[src/rtl/ram_96x256_ctrl_if.sv]
// rtl/ram_96x256_ctrl_if.sv - client, sweep-control and RAM-side signal bundle for ram_96x256_ctrl
//
// Groups every non-clock/reset signal of the coefficient RAM controller.
//   slave  : the controller (consumes requests and ram_dout, drives grants, read data and RAM lines)
//   master : the environment (clients, sweep initiator and the RAM macro itself)
//
// Client N (N = 0, 1):
//   cN_req / cN_wr / cN_addr / cN_wdata : access request, direction, word address, write data
//   cN_gnt    : combinational grant, access commits at the edge where cN_req & cN_gnt
//   cN_rvalid : one-cycle pulse the cycle after a granted read
// Shared:
//   rdata     : registered read data, qualified by c0_rvalid / c1_rvalid
//   clr_start : single-cycle pulse that launches the 256-word zero-fill sweep
//   busy      : high in every sweep cycle
//   clr_done  : single-cycle pulse in the first idle cycle after the sweep
// RAM side:
//   ram_wen, ram_waddr, ram_raddr, ram_din : controller-owned RAM control, address and data
//   ram_dout  : combinational RAM read data at ram_raddr
interface ram_96x256_ctrl_if;
    logic        c0_req;
    logic        c0_wr;
    logic [7:0]  c0_addr;
    logic [95:0] c0_wdata;
    logic        c0_gnt;
    logic        c0_rvalid;

    logic        c1_req;
    logic        c1_wr;
    logic [7:0]  c1_addr;
    logic [95:0] c1_wdata;
    logic        c1_gnt;
    logic        c1_rvalid;

    logic [95:0] rdata;
    logic        clr_start;
    logic        busy;
    logic        clr_done;

    logic        ram_wen;
    logic [7:0]  ram_waddr;
    logic [7:0]  ram_raddr;
    logic [95:0] ram_din;
    logic [95:0] ram_dout;

    modport slave (
        input  c0_req, c0_wr, c0_addr, c0_wdata,
        input  c1_req, c1_wr, c1_addr, c1_wdata,
        input  clr_start,
        input  ram_dout,
        output c0_gnt, c0_rvalid,
        output c1_gnt, c1_rvalid,
        output rdata, busy, clr_done,
        output ram_wen, ram_waddr, ram_raddr, ram_din
    );

    modport master (
        output c0_req, c0_wr, c0_addr, c0_wdata,
        output c1_req, c1_wr, c1_addr, c1_wdata,
        output clr_start,
        output ram_dout,
        input  c0_gnt, c0_rvalid,
        input  c1_gnt, c1_rvalid,
        input  rdata, busy, clr_done,
        input  ram_wen, ram_waddr, ram_raddr, ram_din
    );
endinterface

[src/rtl/ram_96x256_ctrl.sv]
// rtl/ram_96x256_ctrl.sv - two-client arbiter and zero-fill sequencer for the 96x256 coefficient RAM
//
// Ports:
//   clk : clock, all state updates on the rising edge
//   rst : asynchronous active-low reset (0 = reset)
//   bus : ram_96x256_ctrl_if.slave - client requests/grants, read data, sweep control, RAM lines
//
// Behaviour:
//   IDLE  - at most one client is granted per cycle and drives the RAM combinationally.
//           A granted read captures ram_dout into rdata and pulses that client's rvalid
//           on the following cycle. clr_start moves to CLEAR on the next cycle.
//   CLEAR - writes zero to address cnt for cnt = 0..255 (256 cycles), no grants, busy high.
//           clr_done pulses in the first IDLE cycle afterwards. clr_start is ignored here.
//
// Build option:
//   RAM_CTRL_FIXED_PRIO_EN defined   : client 0 always wins contention, no priority pointer.
//   RAM_CTRL_FIXED_PRIO_EN undefined : 1-bit round-robin pointer, reset to client 0.
module ram_96x256_ctrl (
    input  logic              clk,
    input  logic              rst,
    ram_96x256_ctrl_if.slave  bus
);

    typedef enum logic {
        ST_IDLE  = 1'b0,
        ST_CLEAR = 1'b1
    } state_t;

    state_t      r_state;
    state_t      w_state_nxt;
    logic [7:0]  r_cnt;
    logic        r_rvalid0;
    logic        r_rvalid1;
    logic        r_clr_done;
    logic [95:0] r_rdata;

    logic        w_gnt0;
    logic        w_gnt1;
    logic        w_wen;
    logic [7:0]  w_waddr;
    logic [7:0]  w_raddr;
    logic [95:0] w_din;
    logic        w_rd0;
    logic        w_rd1;
    logic        w_last;

    // Client that wins when both request: 0 -> client 0, 1 -> client 1.
    logic        w_prio;

`ifdef RAM_CTRL_FIXED_PRIO_EN
    assign w_prio = 1'b0;
`else
    logic r_prio;
    assign w_prio = r_prio;

    // After any grant the pointer moves to the client that was not granted.
    always_ff @(posedge clk or negedge rst) begin
        if (!rst) begin
            r_prio <= 1'b0;
        end else if (w_gnt0) begin
            r_prio <= 1'b1;
        end else if (w_gnt1) begin
            r_prio <= 1'b0;
        end
    end
`endif

    assign w_last = (r_cnt == 8'hFF);

    // Next state, grants and RAM drive.
    always_comb begin
        w_state_nxt = r_state;
        w_gnt0      = 1'b0;
        w_gnt1      = 1'b0;
        w_wen       = 1'b0;
        w_waddr     = 8'h00;
        w_raddr     = 8'h00;
        w_din       = '0;
        case (r_state)
            ST_IDLE: begin
                if (bus.c0_req && bus.c1_req) begin
                    w_gnt0 = ~w_prio;
                    w_gnt1 = w_prio;
                end else begin
                    w_gnt0 = bus.c0_req;
                    w_gnt1 = bus.c1_req;
                end
                if (w_gnt0) begin
                    w_wen   = bus.c0_wr;
                    w_waddr = bus.c0_addr;
                    w_raddr = bus.c0_addr;
                    w_din   = bus.c0_wdata;
                end else if (w_gnt1) begin
                    w_wen   = bus.c1_wr;
                    w_waddr = bus.c1_addr;
                    w_raddr = bus.c1_addr;
                    w_din   = bus.c1_wdata;
                end
                // A request in the same cycle is still served; the sweep starts next cycle.
                if (bus.clr_start) begin
                    w_state_nxt = ST_CLEAR;
                end
            end
            ST_CLEAR: begin
                w_wen   = 1'b1;
                w_waddr = r_cnt;
                if (w_last) begin
                    w_state_nxt = ST_IDLE;
                end
            end
            default: begin
                w_state_nxt = ST_IDLE;
            end
        endcase
    end

    // Grants only ever assert in IDLE, so these are the read commits.
    assign w_rd0 = w_gnt0 & ~bus.c0_wr;
    assign w_rd1 = w_gnt1 & ~bus.c1_wr;

    always_ff @(posedge clk or negedge rst) begin
        if (!rst) begin
            r_state    <= ST_IDLE;
            r_cnt      <= 8'h00;
            r_rvalid0  <= 1'b0;
            r_rvalid1  <= 1'b0;
            r_rdata    <= '0;
            r_clr_done <= 1'b0;
        end else begin
            r_state    <= w_state_nxt;
            r_rvalid0  <= w_rd0;
            r_rvalid1  <= w_rd1;
            r_clr_done <= (r_state == ST_CLEAR) && w_last;
            if (w_rd0 || w_rd1) begin
                r_rdata <= bus.ram_dout;
            end
            // cnt wraps 255 -> 0 on the last sweep write, leaving it ready for the next sweep.
            if (r_state == ST_CLEAR) begin
                r_cnt <= r_cnt + 8'd1;
            end else if (bus.clr_start) begin
                r_cnt <= 8'h00;
            end
        end
    end

    assign bus.c0_gnt    = w_gnt0;
    assign bus.c1_gnt    = w_gnt1;
    assign bus.c0_rvalid = r_rvalid0;
    assign bus.c1_rvalid = r_rvalid1;
    assign bus.rdata     = r_rdata;
    assign bus.busy      = (r_state == ST_CLEAR);
    assign bus.clr_done  = r_clr_done;
    assign bus.ram_wen   = w_wen;
    assign bus.ram_waddr = w_waddr;
    assign bus.ram_raddr = w_raddr;
    assign bus.ram_din   = w_din;

endmodule

[src/flat_wrapper.sv]
// flat-port wrapper written by rule: the top's interface ports become plain ports
module ram_96x256_ctrl_flat 
  (clk, rst, bus_c0_req, bus_c0_wr, bus_c0_addr, bus_c0_wdata, bus_c1_req, bus_c1_wr, bus_c1_addr, bus_c1_wdata, bus_clr_start, bus_ram_dout, bus_c0_gnt, bus_c0_rvalid, bus_c1_gnt, bus_c1_rvalid, bus_rdata, bus_busy, bus_clr_done, bus_ram_wen, bus_ram_waddr, bus_ram_raddr, bus_ram_din);
  ram_96x256_ctrl_if bus_i ();
  input  logic clk;
  input  logic rst;
  input wire logic [$bits(bus_i.c0_req)-1:0] bus_c0_req;
  input wire logic [$bits(bus_i.c0_wr)-1:0] bus_c0_wr;
  input wire logic [$bits(bus_i.c0_addr)-1:0] bus_c0_addr;
  input wire logic [$bits(bus_i.c0_wdata)-1:0] bus_c0_wdata;
  input wire logic [$bits(bus_i.c1_req)-1:0] bus_c1_req;
  input wire logic [$bits(bus_i.c1_wr)-1:0] bus_c1_wr;
  input wire logic [$bits(bus_i.c1_addr)-1:0] bus_c1_addr;
  input wire logic [$bits(bus_i.c1_wdata)-1:0] bus_c1_wdata;
  input wire logic [$bits(bus_i.clr_start)-1:0] bus_clr_start;
  input wire logic [$bits(bus_i.ram_dout)-1:0] bus_ram_dout;
  output wire logic [$bits(bus_i.c0_gnt)-1:0] bus_c0_gnt;
  output wire logic [$bits(bus_i.c0_rvalid)-1:0] bus_c0_rvalid;
  output wire logic [$bits(bus_i.c1_gnt)-1:0] bus_c1_gnt;
  output wire logic [$bits(bus_i.c1_rvalid)-1:0] bus_c1_rvalid;
  output wire logic [$bits(bus_i.rdata)-1:0] bus_rdata;
  output wire logic [$bits(bus_i.busy)-1:0] bus_busy;
  output wire logic [$bits(bus_i.clr_done)-1:0] bus_clr_done;
  output wire logic [$bits(bus_i.ram_wen)-1:0] bus_ram_wen;
  output wire logic [$bits(bus_i.ram_waddr)-1:0] bus_ram_waddr;
  output wire logic [$bits(bus_i.ram_raddr)-1:0] bus_ram_raddr;
  output wire logic [$bits(bus_i.ram_din)-1:0] bus_ram_din;
  assign bus_i.c0_req = bus_c0_req;
  assign bus_i.c0_wr = bus_c0_wr;
  assign bus_i.c0_addr = bus_c0_addr;
  assign bus_i.c0_wdata = bus_c0_wdata;
  assign bus_i.c1_req = bus_c1_req;
  assign bus_i.c1_wr = bus_c1_wr;
  assign bus_i.c1_addr = bus_c1_addr;
  assign bus_i.c1_wdata = bus_c1_wdata;
  assign bus_i.clr_start = bus_clr_start;
  assign bus_i.ram_dout = bus_ram_dout;
  assign bus_c0_gnt = bus_i.c0_gnt;
  assign bus_c0_rvalid = bus_i.c0_rvalid;
  assign bus_c1_gnt = bus_i.c1_gnt;
  assign bus_c1_rvalid = bus_i.c1_rvalid;
  assign bus_rdata = bus_i.rdata;
  assign bus_busy = bus_i.busy;
  assign bus_clr_done = bus_i.clr_done;
  assign bus_ram_wen = bus_i.ram_wen;
  assign bus_ram_waddr = bus_i.ram_waddr;
  assign bus_ram_raddr = bus_i.ram_raddr;
  assign bus_ram_din = bus_i.ram_din;
  ram_96x256_ctrl u_core (.clk(clk), .rst(rst), .bus(bus_i));
endmodule
[config.mk]
export PLATFORM = sky130hd
export DESIGN_NAME = ram_96x256_ctrl_flat
export DESIGN_NICKNAME = d
export VERILOG_FILES = /design/src/rtl/ram_96x256_ctrl_if.sv /design/src/rtl/ram_96x256_ctrl.sv /design/src/flat_wrapper.sv
export SDC_FILE = /design/constraint.sdc
export NUM_CORES = 1
export LEC_CHECK = 0
export BUFFER_PORTS_ARGS = -buffer_cell sky130_fd_sc_hd__buf_4
export CORE_AREA = 2 2 205 207
export CTS_CLUSTER_DIAMETER = 120
export DETAILED_ROUTE_END_ITERATION = 16
export DIE_AREA = 0 0 207 209
export GPL_TIMING_DRIVEN = 0
export PLACE_DENSITY_LB_ADDON = 0.15
export SETUP_SLACK_MARGIN = 0.3
export SYNTH_ARGS = -nofsm -noshare
export SYNTH_HDL_FRONTEND = slang
export SYNTH_SLANG_ARGS = --single-unit
[constraint.sdc]
create_clock -name clk -period 1.7 [get_ports clk]
set_clock_uncertainty 0.1 [all_clocks]
set_input_delay 0.085 -clock clk [delete_from_list [all_inputs] [get_ports clk]]
set_output_delay 0.085 -clock clk [all_outputs]
set_load 0.01 [all_outputs]
# Word level (Yosys, flattened, before mapping)
# Index checks and enable logic that the tools add are counted.
# W data, S select, Z words.
dict set report word_totals {
  reg_bits 109
  inputBits 311
  output_inout_bits 215
  word_cells 43
}
dict set report classes {
  addsub 1
  eq_ne 1
  mux 23
  bitwise 6
  n_reduce_logical 5
}
# op count
set ops {}
lappend ops {{$mux W96} 3}
lappend ops {{$mux W8} 5}
lappend ops {{$pmux W8 S2} 1}
lappend ops {{$mux W1} 12}
lappend ops {{$add A8 B1 Y8 const B} 1}
lappend ops {{$eq A8 B8 Y1 const B} 1}
lappend ops {{$not A1 Y1} 4}
lappend ops {{$pmux W1 S2} 2}
lappend ops {{$reduce_bool A2 Y1} 2}
lappend ops {{$and A1 B1 Y1} 2}
lappend ops {{$logic_and A1 B1 Y1} 2}
lappend ops {{$logic_or A1 B1 Y1} 1}

# Longest topological paths before layout
# Gate-level depths: netlist (run 1).
dict set report logic_depth {
  depth_word 6
  ltp_mapped 6
  mapped_depth_nobuf 5
}

# Worst setup path before layout (run 1)
# OpenSTA, ideal clock, no wires.
dict set report synth_path {
  path_type {register -> register}
  from {register u_core.r_state, in the netlist u_core.bus.busy}
  to {register u_core.r_rdata[27], in the netlist u_core.bus.rdata[27]}
  setup_time_ns 0.125
  t_arrival_ns 1.563
  required_ns 1.475
  setup_slack_ns -0.088
  stages_incl_launch_ff 6
  path_buffers 2
  period_less_slack_ns 1.788
  cell_sequence {dfrtp_1 nand3b_1 o21bai_4 buf_6 buf_12 mux2_4}
}
dict set report synth_via {
  elab_chain_cells 3
  elab_cells_between_ends 5
  classes_between {mux (2); bitwise (2); reduce/logical (1)}
}
# item line_no
set synth_lines {}
lappend synth_lines {{start, declared} ram_96x256_ctrl.sv:29} ;# state_t r_state;
lappend synth_lines {{start signal, assigned} ram_96x256_ctrl.sv:130} ;# r_state <= w_state_nxt;
lappend synth_lines {{$mux W1} ram_96x256_ctrl.sv:79} ;# case (r_state)
lappend synth_lines {{$and A1 B1 Y1 (on tied branches)} {ram_96x256_ctrl.sv:118, ram_96x256_ctrl.sv:119}}
lappend synth_lines {{$logic_or A1 B1 Y1 *} ram_96x256_ctrl.sv:134} ;# if (w_rd0 || w_rd1) begin
lappend synth_lines {{end signal, assigned} ram_96x256_ctrl.sv:135} ;# r_rdata <= bus.ram_dout;
lappend synth_lines {{end, declared} ram_96x256_ctrl.sv:35} ;# logic [95:0] r_rdata;
# Mark *: on every way between the ends. The rest lies on a longest branch, timed or not.
# A chain may end at the register's enable or synchronous reset.

# Worst setup path after layout (run 1)
dict set report layout_path {
  from {register u_core.r_prio}
  to {output bus_ram_waddr[0]}
}
dict set report layout_via {
  elab_chain_cells 5
  elab_cells_between_ends 8
  classes_between {mux (7); bitwise (1)}
}
# item line_no
set layout_lines {}
lappend layout_lines {{start, declared} ram_96x256_ctrl.sv:53} ;# logic r_prio;
lappend layout_lines {{start signal, assigned} ram_96x256_ctrl.sv:59} ;# r_prio <= 1'b0;
lappend layout_lines {{start signal, assigned} ram_96x256_ctrl.sv:61} ;# r_prio <= 1'b1;
lappend layout_lines {{start signal, assigned} ram_96x256_ctrl.sv:63} ;# r_prio <= 1'b0;
lappend layout_lines {{$mux W1 or $not A1 Y1 (tied branches)} {ram_96x256_ctrl.sv:81, ram_96x256_ctrl.sv:82}}
lappend layout_lines {{$mux W1 (on tied branches)} {ram_96x256_ctrl.sv:79, ram_96x256_ctrl.sv:81}}
lappend layout_lines {{$mux W8 or $mux W1 (tied branches)} {ram_96x256_ctrl.sv:93, ram_96x256_ctrl.sv:79}}
lappend layout_lines {{$mux W8 *} ram_96x256_ctrl.sv:88} ;# if (w_gnt0) begin
lappend layout_lines {{$pmux W8 S2 *} ram_96x256_ctrl.sv:79}
lappend layout_lines {{end, declared} flat_wrapper.sv:25} ;# output wire logic [$bits(bus_i.ram_waddr)-1:0] bus_ram_waddr;
# Mark *: on every way between the ends. The rest lies on a longest branch, timed or not. The select of a mux whose other input is x is not followed.

==> qor.csv, run 1 <==
stage,metric,value,unit
final_layout,final_nets,1403,
die,die_y,209,um
critical_path,r2r_cells,9,
cts,clk_pin_slew,80,ps
pwr,pwr_density_cell,645,nW/um^2
detailed_routing,first_iter_violations,305,
sta,fin_crit_sh,131,%
yosys,yosys-top-cells-area,"dfrtp_1 (49%), a22o_1 (17%), mux2_2 (11%)",
yosys,synth.most_common_cell,dfrtp_1,
die,die_area,43300,um^2
grt,grt_first_pass_wirelength,51.6,mm
critical_path,reg2reg_to,u_core.bus.rdata[43],
cts,cts_tree,yes,
cts,holdBufCountCts,99,
yosys,yosysSeqAreaShare,49.5,%
placement,dpl_worst_slack,-506,ps
cts,cts_inserted_buffers,9,
detailed_routing,dr_total_vias,6460,
placement,dp_hpwl,30.8,mm
detailed_routing,dr.pass1.iters,5,
grt,grt_pass1_vias,6748,
pwr,p_leak,6.70,nW
min_path,hp-start,bus_c0_wr,
detailed_routing,drtAntennaViolNets,0,
grt,globalRouteOverflowTotal,0,
yosys,ys_async_sr_fraction,100,%
placement,finalWeightedCongestion,0.887,
sta,hold_viol_final,1,
grt,grt-busiest-layer,met2,
min_path,hold_end,u_core.bus.c0_rvalid,
pwr,power.internal,6.15,mW
grt,gr-usage-met2,30.6,%
cts,clockBufferDepth,2,
yosys,synth_fp_nets,719,
sta,setup-violations-final,211,
pwr,swShare,28.9,%
final_layout,nFillCells,4221,
yosys,ys_dominant_reg_cell,dfrtp_1,
pwr,pwr-share-comb,33.4,%
yosys,syn_inst,407,
die,ios,526,
critical_path,cp.required,1510,ps
status,violations,"negative hold slack, negative setup slack",
pwr,ir_drop,0.422,mV
sta,max_freq,0.448,GHz
die,start_util,13.4,%
yosys,yosysTopAreaCell,dfrtp_1,
grt,grtUsageMet1,16.8,%
critical_path,end_kind,output pin,
final_layout,antenna_cells,0,
yosys,synth_edf_count,0,
final_layout,area_growth,143,%
final_layout,postLayoutCoreUtil,32.5,%
detailed_routing,vias_per_cell,3.95,
sta,rsz0062_at_grt,yes,
sta,tightest_slew,497,ps
pwr,p_clk_share,28.1,%
grt,track_usage,16.8,%
min_path,hold_path.class,in2reg,
critical_path,cp_data_arrival_time,2050,ps
yosys,yosysUniqueCellTypes,31,
sta,finalWorstSetupSlack,-530,ps
sta,slew_headroom,66.9,%
pwr,p_total,8.65,mW
critical_path,rrSetupSlack,-470,ps
detailed_routing,wl_per_cell,23.6,um
cts,clkLatencyLatePin,370,ps
yosys,synth_common_cells,"dfrtp_1 (109), a22o_1 (104), mux2_2 (56)",
grt,antenna_found_initial,1,
cts,ctsHtreeMaxLevel,3,
die,rows,75,
yosys,syn_area_per_cell,13.6,um^2
critical_path,crit_fanout,8,
status,status,"complete, but fails checks",
run,drv_cap,0,
die,dieWidth,207,um
grt,grt_max_degree,79,
sta,holdWs,-66.0,ps
die,core,41300,um^2
cts,cts_sinks,109,
yosys,ys_warn_count,0,
detailed_routing,routed_wl,38.7,mm
yosys,netlist.area_leader.share,49.5,%
yosys,synth_seq_cells,109,
placement,io_buffers,525,
sta,min_period,2230,ps
pwr,p_sw,2.50,mW
critical_path,critical_path_class,reg2out,
pwr,p_seq_share,38.5,%
final_layout,drive_above_1_share,70.7,%
detailed_routing,drc,0,
cts,clockRootBuffer,clkbuf_16,
grt,use_met3,4.72,%
critical_path,timing.rr.start,u_core.r_prio,
critical_path,worst_setup_path_start_kind,flip-flop,
yosys,syn_area,5520,um^2
sta,slew_violations,0,
min_path,holdPathStages,3,
==> placed cells by master, fill, tap and decap left out, types with 4 or more instances in the layout <==
master	instances
nand2b_1	6
mux2_4	96
dlygate4sd3_1	99
mux2i_1	4
clkbuf_8	4
buf_16	8
buf_4	481
nand3_1	4
a222oi_1	6
o21ai_0	4
buf_8	9
clkbuf_16	20
a22o_1	65
inv_1	6
dfrtp_1	106
buf_6	75
nand2_1	10
a22o_4	39
buf_12	20
==> logic make-up after synthesis <==
family	count (synthesis)	share of synthesized area, %
and+or+nand+nor	31	2.90
muxes	100	23.0
buffers and inverters	43	4.88
DFF	109	49.5
adders and majority gates	1	0.227
AOI/OAI and AO/OA	120	19.0
xor gates and xnor gates	3	0.476
==> per-layer routing <==
| layer | part of all wire, % | wire (um) | vias to the layer above |
|---|---|---|---|
| met1 | 34 | 13200 | 3148 |
| li1 | - | - | 2926 |
| met2 | 53 | 20400 | 329 |
| met3 | 7.0 | 2700 | 55 |
| met4 | 6.1 | 2370 | 2 |
| met5 | 0.034 | 13 | - |
==> stage by stage <==
stage               instance area, um^2  TNS, ps  std cells
global placement                  10200   -66960       1471
global route                      13400   -95710       1635
CTS                               12700   -75460       1611
floorplan                          5630    -3520        407
finish                            13400   -83830       1635
detailed placement                10300   -67260       1472
==> worst max-delay path by stage <==
stage	startpoint	endpoint	depth (start not counted)
2_1_floorplan	u_core.bus.busy	u_core.bus.rdata[27]	5
3_3_place_gp	u_core.bus.busy	u_core.bus.rdata[29]	5
3_5_place_dp	u_core.bus.busy	u_core.bus.rdata[30]	5
4_1_cts	u_core.r_prio	bus_ram_waddr[0]	7
5_1_grt	u_core.r_prio	bus_ram_waddr[0]	7
6_report	u_core.r_prio	bus_ram_waddr[0]	7
==> registers in the layout, indices dropped and copies added (netlist names) <==
register,count
u_core.bus.c0_rvalid,1
u_core.bus.c1_rvalid,1
u_core.bus.rdata,96
u_core.bus.busy,1
u_core.bus.clr_done,1
u_core.r_cnt,8
u_core.r_prio,1
==> repair_timing <==
item / 4_1_cts / 5_1_grt
hold endpoints to repair: 213 / 1
setup endpoints to repair: 216 / 221
pin swaps: 7 / 13
gates resized for setup: 157 / 109
cloned: 7 / 11
buffers inserted: 17 / 13
==> worst max-delay path: stages (launching register included) <==
cell      delay (ps)
dfrtp_1          430
nand2b_4         160
nand3b_1         150
inv_2             90
buf_8            150
a222oi_1         450
inv_1             90
buf_4            160
==> power by group through the flow <==
| stage | clock (mW) | combinational [mW] | sequential (mW) |
|---|---|---|---|
| final | 2.43 | 2.89 | 3.33 |
| after global routing | 2.61 | 3.10 | 3.39 |
| after CTS | 2.54 | 2.75 | 3.31 |
| after detailed placement | 0 | 2.44 | 3.35 |
| after global placement | 0 | 2.43 | 3.34 |
| after floorplan | 0 | 0.768 | 3.42 |
==> area by class of cell <==
| type | instances | area (um^2) | area share [%] |
|---|---|---|---|
| tap | 539 | 674 | 5.02 |
| sequential | 109 | 2730 | 20.3 |
| buffer | 36 | 573 | 4.27 |
| multi-input combinational | 255 | 3120 | 23.2 |
| clock buffer | 9 | 225 | 1.68 |
| timing repair buffer | 673 | 5970 | 44.5 |
| inverter | 7 | 26.3 | 0.196 |
| clock inverter | 7 | 105 | 0.783 |
Power figures use the tool's default switching activity.
==> run 2: changes to the inputs <==
--- a/config.mk
+++ b/config.mk
@@ -12,6 +12,7 @@
 export DIE_AREA = 0 0 207 209
 export GPL_TIMING_DRIVEN = 0
 export PLACE_DENSITY_LB_ADDON = 0.15
+export RECOVER_POWER = 100
 export SETUP_SLACK_MARGIN = 0.3
 export SYNTH_ARGS = -nofsm -noshare
 export SYNTH_HDL_FRONTEND = slang
==> qor.csv, run 2 (synthesis gave the netlist of run 1 again) <==
stage,metric,value,unit
status,status,"complete, but fails checks",
status,violations,"negative hold slack, negative setup slack",
min_path,hold_end,u_core.bus.c0_rvalid,
cts,ctsHtreeMaxLevel,3,
sta,slew_headroom,42.5,%
final_layout,finalInstanceArea,13000,um^2
final_layout,area_growth,136,%
pwr,swShare,29.7,%
min_path,hp-start,bus_c0_wr,
cts,clkLatencyLatePin,370,ps
die,ios,526,
critical_path,critical_path_class,reg2out,
pwr,ir_drop,0.420,mV
critical_path,r2r_cells,9,
detailed_routing,dr.pass1.iters,6,
detailed_routing,dr_total_vias,6484,
final_layout,final_cell_mix,"buf_4 (381), dfrtp_1 (106), clkbuf_1 (101)",
detailed_routing,drc,0,
pwr,p_clk_share,28.9,%
final_layout,drive_above_1_share,61.3,%
min_path,hold_path.class,in2reg,
sta,slew_violations,0,
critical_path,timing.rr.start,u_core.r_prio,
final_layout,final_cells,1635,
die,die_area,43300,um^2
die,rows,75,
sta,fin_crit_sh,132,%
pwr,p_sw,2.49,mW
cts,cts_sinks,109,
die,start_util,13.4,%
die,dieWidth,207,um
grt,grt_pass1_vias,6748,
sta,max_freq,0.444,GHz
pwr,pwr-share-comb,31.5,%
cts,clockBufferDepth,2,
critical_path,cp_data_arrival_time,2060,ps
detailed_routing,first_iter_violations,280,
sta,tns,-83720,ps
sta,holdWs,-67.4,ps
sta,tightest_slew,862,ps
die,core,41300,um^2
detailed_routing,routed_wl,38.6,mm
critical_path,worst_setup_path_start_kind,flip-flop,
pwr,power.internal,5.90,mW
pwr,p_seq_share,39.6,%
sta,setup-violations-final,211,
critical_path,rrSetupSlack,-470,ps
grt,globalRouteOverflowTotal,0,
cts,clockRootBuffer,clkbuf_16,
placement,dpl.cell_count,1472,
sta,finalWorstSetupSlack,-550,ps
cts,clk_pin_slew,80,ps
placement,io_buffers,525,
final_layout,final_nets,1403,
detailed_routing,drtAntennaViolNets,0,
cts,cts_tree,yes,
sta,hold_viol_final,1,
final_layout,antenna_cells,0,
grt,antenna_found_initial,1,
critical_path,crit_fanout,8,
cts,cts_inserted_buffers,9,
pwr,p_leak,6.30,nW
detailed_routing,vias_per_cell,3.97,
grt,grt_first_pass_wirelength,51.6,mm
pwr,pwr_density_cell,644,nW/um^2
grt,grt_max_degree,79,
min_path,holdPathStages,3,
cts,holdBufCountCts,99,
detailed_routing,wl_per_cell,23.6,um
run,drv_cap,0,
placement,dpl_worst_slack,-506,ps
critical_path,reg2reg_to,u_core.bus.rdata[37],
placement,dp_hpwl,30.8,mm
final_layout,largest_register_ffs,96,
final_layout,final_common_cell,buf_4,
placement,post_dp_cell_area,10300,um^2
sta,rsz0062_at_grt,yes,
critical_path,cp.required,1510,ps
die,die_y,209,um
sta,min_period,2250,ps
placement,finalWeightedCongestion,0.887,
critical_path,end_kind,output pin,
grt,track_usage,16.8,%
-- run 2: changes by cell type in the layout (fill, tap and decap cells not counted), sizes merged --
cell	change
buf	-102
clkbuf	+102
-- run 2: critical path: stages, from the launching register on --
cell and delay [ps]:
dfrtp_1 430, nand2b_4 160, nand3b_1 150, inv_2 90, buf_8 140, a222oi_1 470
inv_1 90, buf_4 160
-- run 2: repair_timing --
item | CTS | global route
pin swaps | 7 | 13
gates resized for setup | 157 | 109
setup buffers | 17 | 13
setup endpoints to repair | 216 | 221
endpoints found under the hold margin | 213 | 1
gates cloned | 7 | 11
-- run 2: final cells by class --
type / count / area, um^2
buffer: 36 / 572
clock buffer: 9 / 225
clock inverter: 7 / 105
fill: 4310 / 28300
inverter: 7 / 26.3
multi-input combinational: 255 / 3110
sequential: 109 / 2730
tap: 539 / 674
timing repair buffer: 673 / 5580
-- run 2: worst max path at each step --
stage | from | slack, ps | to
3_3_place_gp | u_core.bus.busy | -510 | u_core.bus.rdata[29]
5_1_grt | u_core.r_prio | -590 | bus_ram_waddr[0]
6_report | u_core.r_prio | -550 | bus_ram_waddr[0]
3_5_place_dp | u_core.bus.busy | -510 | u_core.bus.rdata[30]
4_1_cts | u_core.r_prio | -490 | bus_ram_waddr[0]
2_1_floorplan | u_core.bus.busy | -90 | u_core.bus.rdata[27]
-- run 2: power groups by stage --
stage	sequential (mW)	clock (mW)	combinational, mW
6_report	3.32	2.43	2.64
5_1_grt	3.38	2.61	2.84
4_1_cts	3.31	2.54	2.75
3_5_place_dp	3.35	0	2.44
3_3_place_gp	3.34	0	2.43
2_1_floorplan	3.42	0	0.768
-- run 2: routing by layer --
layer	global-route usage [%]	share of wire, %	vias up
met3	4.72	6.7	54
met1	16.8	35	3183
li1	-	-	2926
met5	0	0.034	-
met2	30.6	53	319
met4	10.6	6.1	2
-- run 2: per-stage QoR --
| stage | hold WS [ps] | utilization (%) | power (mW) |
|---|---|---|---|
| after global placement | 167 | 24.8 | 5.78 |
| after detailed placement | -103 | 24.9 | 5.79 |
| after floorplan | -311 | - | 4.19 |
| final | -67.4 | 31.5 | 8.39 |
| after CTS | -227 | 30.7 | 8.60 |
| after global routing | -87.1 | 31.5 | 8.83 |
==> run 3: changes to the inputs <==
--- a/config.mk
+++ b/config.mk
@@ -6,10 +6,11 @@
 export NUM_CORES = 1
 export LEC_CHECK = 0
 export BUFFER_PORTS_ARGS = -buffer_cell sky130_fd_sc_hd__buf_4
-export CORE_AREA = 2 2 205 207
+export CORE_AREA = 2 2 202 204
+export CTS_BUF_LIST = sky130_fd_sc_hd__clkbuf_2 sky130_fd_sc_hd__clkbuf_4 sky130_fd_sc_hd__clkbuf_8
 export CTS_CLUSTER_DIAMETER = 120
 export DETAILED_ROUTE_END_ITERATION = 16
-export DIE_AREA = 0 0 207 209
+export DIE_AREA = 0 0 204 206
 export GPL_TIMING_DRIVEN = 0
 export PLACE_DENSITY_LB_ADDON = 0.15
 export RECOVER_POWER = 100
==> qor.csv, run 3 (synthesis gave the netlist of run 1 again) <==
stage,metric,value,unit
sta,min_period,2340,ps
pwr,p_leak,5.95,nW
critical_path,reg2reg_to,u_core.bus.rdata[39],
die,dieWidth,204,um
critical_path,path_cells,nand2b_4 > nand3b_1 > inv_4 > buf_6 > buf_4 > buf_6 > a222oi_1 > inv_1 > buf_6,
cts,ctsHtreeMaxLevel,3,
detailed_routing,dr_total_vias,6280,
pwr,ir_drop,0.616,mV
sta,slew_violations,0,
grt,track_usage,15.5,%
min_path,hp-start,bus_c0_wr,
critical_path,worst_setup_path_start_kind,flip-flop,
detailed_routing,first_iter_violations,330,
grt,grt_first_pass_wirelength,46.0,mm
final_layout,largest_register_ffs,96,
die,die_y,206,um
run,drv_cap,0,
critical_path,critical_path_class,reg2out,
sta,tightest_slew,1410,ps
critical_path,critical-path-slowest-cell,dfrtp_1,
placement,dp_hpwl,28.3,mm
critical_path,cp_data_arrival_time,2150,ps
status,status,"complete, but fails checks",
critical_path,timing.rr.start,u_core.bus.busy,
sta,hold_viol_final,1,
final_layout,final_common_cell,buf_4,
cts,cts_sinks,109,
min_path,holdPathStages,2,
placement,post_dp_cell_area,10300,um^2
cts,clkLatencyLatePin,430,ps
pwr,pwr_density_cell,619,nW/um^2
final_layout,final_cell_mix,"buf_4 (412), dfrtp_1 (106), dlygate4sd3_1 (99), clkbuf_1 (99), mux2_4 (96)",
final_layout,finalInstanceArea,12300,um^2
final_layout,drive_above_1_share,58.9,%
die,core,40200,um^2
cts,holdBufCountCts,99,
final_layout,area_growth,123,%
critical_path,crit_fanout,5,
critical_path,cp_top_family,buffers and inverters,
min_path,hold_end,u_core.bus.c0_rvalid,
sta,max_freq,0.428,GHz
critical_path,cpPeakStageDelay,430,ps
detailed_routing,routed_wl,35.8,mm
detailed_routing,vias_per_cell,3.88,
sta,rsz0062_at_grt,yes,
critical_path,path_buf_inv,6,
detailed_routing,dr.pass1.iters,4,
grt,globalRouteOverflowTotal,0,
grt,antenna_found_initial,2,
die,start_util,13.7,%
critical_path,cp.required,1510,ps
detailed_routing,wl_per_cell,22.1,um
die,ios,526,
status,violations,"negative hold slack, negative setup slack",
critical_path,r2r_cells,9,
detailed_routing,drtAntennaViolNets,0,
sta,holdWs,-266,ps
die,die_area,42000,um^2
grt,grt_pass1_vias,6380,
pwr,p_total,7.60,mW
cts,cts_tree,yes,
cts,cts_inserted_buffers,9,
cts,clockBufferDepth,2,
critical_path,end_kind,output pin,
cts,clockRootBuffer,clkbuf_8,
cts,clk_pin_slew,120,ps
sta,setup-violations-final,211,
placement,io_buffers,525,
placement,finalWeightedCongestion,0.826,
grt,grt_max_degree,61,
critical_path,crit_top_cell,buf_6,
final_layout,final_nets,1391,
sta,slew_headroom,5.85,%
critical_path,cp.depth,9,
detailed_routing,drc,0,
die,rows,74,
sta,finalWorstSetupSlack,-635,ps
sta,fin_crit_sh,137,%
min_path,hold_path.class,in2reg,
sta,tns,-104390,ps
critical_path,rrSetupSlack,-510,ps
run 3: final cells by class:
type	count	area, um^2
antenna	2	5.00
buffer	36	515
clock buffer	10	131
clock inverter	5	60.1
fill	4317	27900
inverter	7	28.8
multi-input combinational	255	2880
sequential	109	2730
tap	532	666
timing repair buffer	661	5250
run 3: per-stage QoR:
| step | setup slack [ps] | instances | hold WS [ps] | util [%] |
|---|---|---|---|---|
| after detailed placement | -610 | 1465 | -19.3 | 25.6 |
| final | -635 | 1617 | -266 | 30.5 |
| after global placement | -594 | 1464 | 177 | 25.5 |
| after CTS | -670 | 1594 | -318 | 29.4 |
| after floorplan | -87.2 | 407 | -311 | - |
| after global routing | -811 | 1617 | -299 | 30.5 |
run 3: timing repair:
action                                 4_1_cts  5_1_grt
endpoints found under the hold margin      216        1
gates resized for setup                     58      112
pin swaps                                    7       13
gates cloned                                 2       12
setup endpoints to repair                  222      222
buffers inserted                            13        9
run 3: power by group:
group / switching, mW / leakage, nW / internal [mW]
clock network: 1.03 / 0.102 / 0.703
logic: 1.02 / 4.47 / 1.55
registers: 0.309 / 1.38 / 2.99
run 3: worst max-delay path by stage:
stage | from | end | slack (ps)
final | u_core.r_prio | bus_ram_waddr[4] | -640
after global routing | u_core.r_prio | bus_ram_waddr[1] | -810
after CTS | u_core.r_prio | bus_ram_waddr[1] | -670
after detailed placement | u_core.bus.busy | bus_ram_din[70] | -610
after global placement | u_core.bus.busy | bus_ram_din[70] | -590
after floorplan | u_core.bus.busy | u_core.bus.rdata[27] | -90
run 3: worst reg2reg max path, delay by kind of cell, from the launching register on:
| kind | cells | cell delay [ps] |
|---|---|---|
| buffers and inverters | 6 | 840 |
| muxes | 1 | 300 |
| DFF | 1 | 480 |
| and+or+nand+nor | 1 | 250 |
| AOI/OAI and AO/OA | 1 | 150 |
run 3: routing by layer:
metal | track usage, % | share of wire [%] | up-vias
met5 | 0 | 0 | -
met4 | 5.93 | 1.9 | 0
met3 | 3.64 | 7.2 | 29
met2 | 29.5 | 54 | 289
met1 | 16.5 | 37 | 3063
li1 | - | - | 2899
